--- config.mk ---
export PLATFORM = sky130hd
export DESIGN_NAME = karplus_voice_alloc
export DESIGN_NICKNAME = d
export VERILOG_FILES = /design/src/rtl/karplus_voice_alloc.sv
export SDC_FILE = /design/constraint.sdc
export NUM_CORES = 1
export LEC_CHECK = 0
export ABC_CLOCK_PERIOD_IN_PS = 24500
export CAP_MARGIN = 20
export CELL_PAD_IN_SITES_DETAIL_PLACEMENT = 1
export CELL_PAD_IN_SITES_GLOBAL_PLACEMENT = 2
export CORE_MARGIN = 1
export CORE_UTILIZATION = 38
export CTS_CLUSTER_DIAMETER = 200
export DETAILED_ROUTE_END_ITERATION = 8
export PLACE_DENSITY_LB_ADDON = 0.1
export SETUP_SLACK_MARGIN = 0.3
export SLEW_MARGIN = 20
export SYNTH_ARGS = -nofsm -noshare
export SYNTH_HDL_FRONTEND = slang
export SYNTH_SLANG_ARGS = --single-unit
export TNS_END_PERCENT = 10
--- constraint.sdc ---
create_clock -name clock50 -period 24.5 [get_ports clock50]
set_input_delay 7.35 -clock clock50 [delete_from_list [all_inputs] [get_ports clock50]]
set_output_delay 7.35 -clock clock50 [all_outputs]
set_load 0.02 [all_outputs]
--- src/rtl/karplus_voice_alloc.sv ---
// Voice allocator and pluck sequencer for a bank of karplus string voices.
// Timing is counted in audio ticks recovered from the asynchronous audiolrclk.
module karplus_voice_alloc #(
    parameter int NUM_VOICES    = 4,
    parameter int NOTE_W        = 9,
    parameter int RELEASE_TICKS = 4800,
    parameter int REARM_TICKS   = 2
) (
    input  logic                         clock50,
    input  logic                         reset,
    input  logic                         audiolrclk,
    input  logic                         req_valid,
    output logic                         req_ready,
    input  logic                         req_on,
    input  logic [NOTE_W-1:0]            req_note,
    input  logic [17:0]                  sustain_gain,
    input  logic [17:0]                  damp_gain,
    output logic [NUM_VOICES*NOTE_W-1:0] voice_note,
    output logic [NUM_VOICES-1:0]        voice_pluck,
    output logic [NUM_VOICES*18-1:0]     voice_gain,
    output logic [NUM_VOICES-1:0]        voice_busy,
    output logic                         drop_pulse
);

    localparam int IDX_W = (NUM_VOICES > 1) ? $clog2(NUM_VOICES) : 1;
    localparam int REL_W = $clog2(RELEASE_TICKS + 1);
    localparam int RA_W  = $clog2(REARM_TICKS + 1);
    localparam int CNT_A = (REL_W > NOTE_W + 1) ? REL_W : NOTE_W + 1;
    localparam int CNT_W = (CNT_A > RA_W) ? CNT_A : RA_W;

    localparam logic [NOTE_W-1:0] NOTE_MIN = NOTE_W'(2);
    localparam logic [NOTE_W-1:0] NOTE_MAX = NOTE_W'((1 << NOTE_W) - 3);
    localparam logic [CNT_W-1:0]  REARM_LAST = CNT_W'(REARM_TICKS - 1);
    localparam logic [CNT_W-1:0]  REL_LAST   = CNT_W'(RELEASE_TICKS - 1);

    typedef enum logic [1:0] {
        C_ACCEPT,
        C_SEARCH,
        C_COMMIT
    } ctrl_t;

    typedef enum logic [2:0] {
        V_IDLE,
        V_REARM,
        V_PLUCK,
        V_SUSTAIN,
        V_RELEASE
    } vstate_t;

    // lr_sync[1:0] is the 2-flop synchronizer, lr_sync[2] the edge history
    logic [2:0] lr_sync;
    logic       tick;

    always_ff @(posedge clock50 or posedge reset) begin
        if (reset) begin
            lr_sync <= '0;
        end else begin
            lr_sync <= {lr_sync[1:0], audiolrclk};
        end
    end

    assign tick = lr_sync[1] & ~lr_sync[2];

    vstate_t           st_arr   [NUM_VOICES];
    logic [7:0]        age_arr  [NUM_VOICES];
    logic [NOTE_W-1:0] note_arr [NUM_VOICES];

    ctrl_t                 ctrl;
    logic                  cap_on;
    logic [NOTE_W-1:0]     cap_note;
    logic                  note_ok;
    logic [IDX_W-1:0]      tgt;
    logic [NUM_VOICES-1:0] off_vec;

    logic                  hit_any;
    logic                  idle_any;
    logic [IDX_W-1:0]      hit_idx;
    logic [IDX_W-1:0]      idle_idx;
    logic [IDX_W-1:0]      old_idx;
    logic [7:0]            old_age;
    logic [NUM_VOICES-1:0] off_hit;

    always_comb begin
        hit_any  = 1'b0;
        idle_any = 1'b0;
        hit_idx  = '0;
        idle_idx = '0;
        off_hit  = '0;
        // walk downward so the lowest index is the last one written
        for (int i = NUM_VOICES - 1; i >= 0; i--) begin
            if (st_arr[i] != V_IDLE && note_arr[i] == cap_note) begin
                hit_any = 1'b1;
                hit_idx = IDX_W'(i);
            end
            if (st_arr[i] == V_IDLE) begin
                idle_any = 1'b1;
                idle_idx = IDX_W'(i);
            end
            if (note_arr[i] == cap_note &&
                (st_arr[i] == V_PLUCK || st_arr[i] == V_SUSTAIN ||
                 st_arr[i] == V_REARM)) begin
                off_hit[i] = 1'b1;
            end
        end
    end

    always_comb begin
        old_idx = '0;
        old_age = age_arr[0];
        for (int i = 1; i < NUM_VOICES; i++) begin
            if (age_arr[i] > old_age) begin
                old_age = age_arr[i];
                old_idx = IDX_W'(i);
            end
        end
    end

    always_ff @(posedge clock50 or posedge reset) begin
        if (reset) begin
            ctrl       <= C_ACCEPT;
            req_ready  <= 1'b0;
            drop_pulse <= 1'b0;
            cap_on     <= 1'b0;
            cap_note   <= '0;
            note_ok    <= 1'b0;
            tgt        <= '0;
            off_vec    <= '0;
        end else begin
            drop_pulse <= 1'b0;
            unique case (ctrl)
                C_ACCEPT: begin
                    if (req_valid && req_ready) begin
                        cap_on    <= req_on;
                        cap_note  <= req_note;
                        req_ready <= 1'b0;
                        ctrl      <= C_SEARCH;
                    end else begin
                        req_ready <= 1'b1;
                    end
                end
                C_SEARCH: begin
                    note_ok <= (cap_note >= NOTE_MIN) &&
                               (cap_note <= NOTE_MAX);
                    tgt     <= hit_any  ? hit_idx  :
                               idle_any ? idle_idx : old_idx;
                    off_vec <= off_hit;
                    ctrl    <= C_COMMIT;
                end
                C_COMMIT: begin
                    if (cap_on ? !note_ok : (off_vec == '0)) begin
                        drop_pulse <= 1'b1;
                    end
                    req_ready <= 1'b1;
                    ctrl      <= C_ACCEPT;
                end
                default: begin
                    req_ready <= 1'b0;
                    ctrl      <= C_ACCEPT;
                end
            endcase
        end
    end

    logic [NUM_VOICES-1:0] alloc;
    logic [NUM_VOICES-1:0] rel;

    always_comb begin
        alloc = '0;
        rel   = '0;
        for (int i = 0; i < NUM_VOICES; i++) begin
            alloc[i] = (ctrl == C_COMMIT) && cap_on && note_ok &&
                       (tgt == IDX_W'(i));
            rel[i]   = (ctrl == C_COMMIT) && !cap_on && off_vec[i];
        end
    end

    for (genvar g = 0; g < NUM_VOICES; g++) begin : g_voice
        vstate_t           st;
        vstate_t           ns;
        logic [CNT_W-1:0]  cnt;
        logic [CNT_W-1:0]  nc;
        logic [7:0]        age;
        logic [7:0]        na;
        logic [NOTE_W-1:0] note;
        logic [NOTE_W-1:0] nn;
        logic [CNT_W-1:0]  pluck_last;
        logic              pluck_r;
        logic [17:0]       gain_r;
        logic              busy_r;

        // pluck lasts note+2 ticks so the string loads note+1 samples
        assign pluck_last = CNT_W'(note) + CNT_W'(1);

        always_comb begin
            ns = st;
            nc = cnt;
            na = age;
            nn = note;
            if (tick && st != V_IDLE && age != 8'hff) begin
                na = age + 8'd1;
            end
            if (tick) begin
                unique case (st)
                    V_REARM: begin
                        if (cnt == REARM_LAST) begin
                            ns = V_PLUCK;
                            nc = '0;
                        end else begin
                            nc = cnt + CNT_W'(1);
                        end
                    end
                    V_PLUCK: begin
                        if (cnt == pluck_last) begin
                            ns = V_SUSTAIN;
                            nc = '0;
                        end else begin
                            nc = cnt + CNT_W'(1);
                        end
                    end
                    V_RELEASE: begin
                        if (cnt == REL_LAST) begin
                            ns = V_IDLE;
                            nc = '0;
                        end else begin
                            nc = cnt + CNT_W'(1);
                        end
                    end
                    default: begin
                    end
                endcase
            end
            // a commit overrides whatever the tick would have done
            if (alloc[g]) begin
                nn = cap_note;
                na = '0;
                nc = '0;
                ns = (st == V_IDLE || st == V_RELEASE) ? V_PLUCK : V_REARM;
            end else if (rel[g]) begin
                ns = V_RELEASE;
                nc = '0;
            end
        end

        always_ff @(posedge clock50 or posedge reset) begin
            if (reset) begin
                st      <= V_IDLE;
                cnt     <= '0;
                age     <= '0;
                note    <= '0;
                pluck_r <= 1'b0;
                gain_r  <= '0;
                busy_r  <= 1'b0;
            end else begin
                st      <= ns;
                cnt     <= nc;
                age     <= na;
                note    <= nn;
                pluck_r <= (ns == V_PLUCK);
                gain_r  <= (ns == V_IDLE)    ? 18'd0     :
                           (ns == V_RELEASE) ? damp_gain : sustain_gain;
                busy_r  <= (ns != V_IDLE);
            end
        end

        assign st_arr[g]   = st;
        assign age_arr[g]  = age;
        assign note_arr[g] = note;

        assign voice_note[g*NOTE_W +: NOTE_W] = note;
        assign voice_gain[g*18 +: 18]         = gain_r;
        assign voice_pluck[g]                 = pluck_r;
        assign voice_busy[g]                  = busy_r;
    end

endmodule

Word level (Yosys, flattened, before mapping)
Cells that the tools add are included.
W data, S select, Z words.

storage, ports and cells
  logic and storage cells = 295
  register bits = 236
  output and inout bits = 118

operators by class
  $lt $le $gt $ge = 5
  equal/unequal tests = 50
  bitwise gates (word level) = 2
  reductions and logical operators = 79
  add/subtract/negate cells = 12
  muxes and demuxes = 110

operator list
  cell                     number
  $mux W13                 24
  $pmux W13 S3             4
  $mux W18                 8
  $mux W8                  10
  $mux W3                  24
  $add A13 B1 Y13 const B  4
  $eq A13 B1 Y1 const B    4
  $eq A13 B10 Y1           4
  $eq A13 B13 Y1 const B   4
  $add A9 B1 Y10 const B   4
  $eq A3 B2 Y1 const B     12
  $eq A9 B9 Y1             4
  $pmux W3 S3              4
  $reduce_bool A3 Y1       12
  $mux W2                  17
  $add A8 B1 Y8 const B    4
  $ne A8 B8 Y1 const B     4
  $logic_and A1 B1 Y1      29
  $eq A3 B3 Y1 const B     8
  $gt A8 B8 Y1             3
  $logic_not A3 Y1         8
  $reduce_bool A5 Y1       4
  $mux W1                  17
  $eq A3 B1 Y1 const B     4
  15 further kinds         38

Depth between registers and ports, before layout
  depth after elaboration = 10
  depth in mapped cells = 23

Worst setup path after synthesis
OpenSTA, ideal clock, no wires.

  kind = input to register
  start point = input req_valid
  end point = register cap_note[0]
  path slack = 16,015 ps
  buffers on the path = 1
  stages on the path = 3
  arrival time = 8,360 ps
  required time = 24,375 ps
  path through = nor3b_1 -> clkbuf_1 -> mux2_2

on the way
  longest elaborated chain between the ends = 2

ends and longest elaborated chain
  what                                line  source
  from (decl)                         12    input logic req_valid,
  $logic_and A1 B1 Y1                 132   if (req_valid && req_ready) begin
  $reduce_and A2 Y1 (no source line)  -
  to (signal assigned)                134   cap_note <= req_note;
  to (decl)                           70    logic [NOTE_W-1:0] cap_note;

No other way between the ends.
A chain may end at the register's enable or synchronous reset.

==> summary.md <==
For the final routed database, the setup TNS stands at 0 ns. The number of buffers created by CTS is 28. Summing every instance area after synthesis gives 0.0136 sq mm. By startpoint and endpoint, the worst setup path is classified as in2async. The later pin in the worst-skew pair is clocked with a latency of 0.55 ns.

At the pin with the least slew margin, the transition time is 1.02 ns. Worst min-delay path category: reg2reg. Most common cell in the synthesized netlist: nand2_1. Across the run, the number of max-cap violations was 0. The register-to-register path setup slack was 19.19 ns. Buffers inserted to repair hold after CTS numbered 0. For this design the ratio of total power to cell area is 105 mW/mm^2.

The worst path in the final design needs a cycle of 9.56 ns, including I/O delays and setup. The mean instance size in the synthesized netlist is 9.00 sq um. The number of H-tree branching levels was 1. The synthesized design contains 0 enable-type register cells.

The ratio of cells with drive above 1 in the final layout was 7.00%. Along the worst path, the maximum fanout reaches 109. Yosys printed 0 warnings.

The die outline width works out to 191 microns. Area fraction in compound gates after synthesis: 15.0%. The smallest hold slack is 0.352 ns. The logs give 43.4% for the part of the Yosys area used for sequential elements and 0.00711 sq mm for the total area of multi-input combinational cells.

Port buffering added 167 buffers. In this run the static leakage power is 0.00736 uW. STA classifies the critical path endpoint as an asynchronous set/reset pin.

The area growth from synthesis to layout was 21.2%. After synthesis, the netlist uses 82 different library cells. After detailed placement, the design holds a cell count of 2048. The run finished with clean final reports.

The count of pins on the block boundary is 168, and the register bit count reported by yosys is 236. The area share of the largest cell type after synthesis came out at 43.4%. Synthesis produced a netlist whose cell count is 1513. Sorting the synthesized cells by area gives the leading types as dfrtp_1 43%, nand2_1 6.8%, o21ai_0 4.0%, xor2_1 3.9%, ha_1 3.7%. Global routing used 23.7% of the available tracks.

The dominant combinational cell family by area after synthesis was simple AND/OR/NAND/NOR gates. Summing all flip-flop and latch instances after layout gives 0.00591 sq mm. At the end of the flow the core is filled with cells to 47.3%. At the end of routability-driven placement, the weighted congestion stood at 0.791.

The number of pins with negative max-slew slack in the final report was 0. For the number of fillers in the final layout, the log shows 4031. The overall die height was 191 microns; the multiplexer share of the synthesized area was 2.54%. For the peak ir drop on the vdd network, the log shows 0.0000755 V. The setup-violating endpoint count in the final report was 0; the number of global-route vias before repair was 12100. The first global-routing pass estimated 68.6 mm of wire. The clock skew after layout is 0.0183 ns, and the critical path arrival is 10.12 ns. Of the total synthesized cell area, the portion taken by full adders, half adders and majority gates is 3.67%. The basic-gate share of the synthesized area counting and, or, nand and nor cells works out to 24.1%. The initial cell density of the core came out at 39.0%.

The number of failing hold endpoints at the final stage is 0. After legalization and detailed placement, the total HPWL measured 30.0 mm. Summing over every cut layer, the via total after detailed routing is 11800. The share of synthesized registers carrying an async set or reset is 100%.

The cell taking the most area after synthesis was dfrtp_1. For the worst setup path, the data required time is 25.06 ns. After detailed routing, the total wire length is 43.1 mm.

The run gives 31.8% as the remaining max-slew budget at the tightest pin. The category of the worst setup path launch point was a primary input. The count of cells in the finished layout, fillers not included, comes to 2099. The placement row count came out at 68. Counting every net in the synthesized netlist gives 1603. The tools report the DRC violation count after routing as 0.

Summing the areas of all xor and xnor instances in the mapped netlist gives 6.69% of the synthesized area. Counting instances in the post-synthesis netlist gives the leading cell types as 246 x nand2_1, 236 x dfrtp_1, 108 x o21ai_0, 89 x nor2_1, 69 x clkbuf_1. After detailed routing, the number of vias per cell comes to 5.62. Setup repair after global routing left no endpoint under its margin. The run gives 0 as the number of gates given a new drive strength after cts. The tools report the count of antenna-violating nets left after detailed routing as 0. The detailed-route wire length per cell is 20.5 microns, and the overall overflow remaining after global route is 0. The number of antenna violations at the first check in global routing is 0, and the part of the cycle the worst path needs is 39.0%. The detailed router finished its first iteration with 563 violations. In this run the critical register-to-register path is launched from g_voice[0].age[2].

The floorplan step defined a die boundary enclosing 0.0366 sq mm. In the synthesized netlist the dominant register cell turns out to be dfrtp_1. In this run the deepest clock path goes through 3 buffers. In this run the most critical hold path is launched from lr_sync[0]. The pre-antenna-repair detailed-routing pass consisted of 4 iterations. The critical path starts at reset. After floorplanning, the core was sized to cover 0.0349 sq mm.

The number of setup buffers added after CTS is 0. Largest net degree at the start of global routing: 110. The count of antenna diodes in the layout is 0, and the achievable frequency is 0.105 GHz. Counting every sink on the clock net gives 236.

TritonCTS built the clock tree. After clock tree synthesis, the clock-pin slew on the worst setup and hold paths is 0.06 ns. For this run, the post-layout net count is 1713. The tree is rooted in a clkbuf_16.
-- report_power, final --
group / internal (uW) / switching, uW
Sequential: 465 / 132
Combinational: 305 / 390
Clock: 266 / 168
Total: 1040 / 691
-- routing by layer --
metal | vias to the layer above | global-route usage, % | wire (microns)
li1 | 5581 | - | -
met1 | 6010 | 32.5 | 20000
met2 | 159 | 39.7 | 21000
met3 | 52 | 2.44 | 1140
met4 | 0 | 6.47 | 934
met5 | - | 0 | 0
-- placed cells by master, fill, tap and decap left out, types with 6 or more instances in the layout --
| cell | instances |
|---|---|
| clkbuf_8 | 10 |
| nand4_1 | 38 |
| nor2b_1 | 11 |
| and4_1 | 6 |
| inv_1 | 37 |
| xor2_1 | 60 |
| a21oi_1 | 39 |
| ha_1 | 40 |
| buf_4 | 18 |
| nor3b_1 | 15 |
| a31oi_1 | 10 |
| or3_1 | 16 |
| a21o_1 | 17 |
| nor3_1 | 38 |
| nor4_1 | 20 |
| nand3_1 | 64 |
| o41ai_1 | 7 |
| a211o_1 | 9 |
| xnor2_1 | 44 |
| and2_1 | 11 |
| a22o_1 | 43 |
| or2_2 | 8 |
| o211ai_1 | 8 |
| nand3b_1 | 6 |
| o31ai_1 | 6 |
| o21ai_0 | 108 |
| clkbuf_16 | 29 |
| mux2_2 | 20 |
| nand2_1 | 246 |
| o21a_1 | 6 |
| nor2_1 | 89 |
| and3_1 | 33 |
| nand2b_1 | 13 |
| nor4b_1 | 8 |
| dfrtp_1 | 236 |
| mux2i_1 | 12 |
| clkdlybuf4s50_1 | 167 |
-- through the flow --
step | total power [uW] | instance area (sq um) | setup slack, ns
5_1_grt | 1850 | 16500 | 14.54
4_1_cts | 1740 | 16500 | 14.79
2_1_floorplan | 1030 | 13600 | 10.68
3_5_place_dp | 1300 | 15500 | 14.21
3_3_place_gp | 1280 | 15500 | 14.24
6_report | 1730 | 16500 | 14.94
-- worst max-delay path, cell delays in order --
cell	delay [ns]
clkdlybuf4s50_1	0.49
inv_8	0.58
buf_4	0.79
buf_4	0.79
-- state kept, by name, indices dropped and copies added (netlist names) --
name,count
drop_pulse,1
g_voice.st,12
g_voice.note,36
g_voice.pluck_r,4
g_voice.gain_r,72
req_ready,1
tgt,2
ctrl,2
off_vec,4
cap_on,1
note_ok,1
g_voice.age,32
cap_note,9
lr_sync,3
g_voice.cnt,52
g_voice.busy_r,4
-- final cells by class --
| cell class | count | area share [%] |
|---|---|---|
| multi-input cells | 1134 | 43.1 |
| flip-flops and latches | 236 | 35.8 |
| repair buffers | 185 | 10.9 |
| clock buffers | 44 | 5.34 |
| well taps | 455 | 3.45 |
| inverters | 38 | 0.909 |
| clock inverters | 7 | 0.538 |
-- final timing paths --
kind	to	depth (start not counted)
worst min register to register	lr_sync[1]	0
worst min-delay path	lr_sync[1]	0
min in group asynchronous	g_voice[2].cnt[5]	2
worst max-delay path	drop_pulse	4
worst max register to register	tgt[0]	23
max in group clock50	voice_note[13]	1
-- cells by family (layout without fill, tap and decap cells) --
kind of cell	count (synthesis)	in the layout
xor+xnor	104	104
simple gates	653	653
buf+inv	143	274
flops	236	236
mux	32	32
fa+ha+maj	40	40
compound gates	305	305
Note: power is estimated with default switching activity, not from simulation.
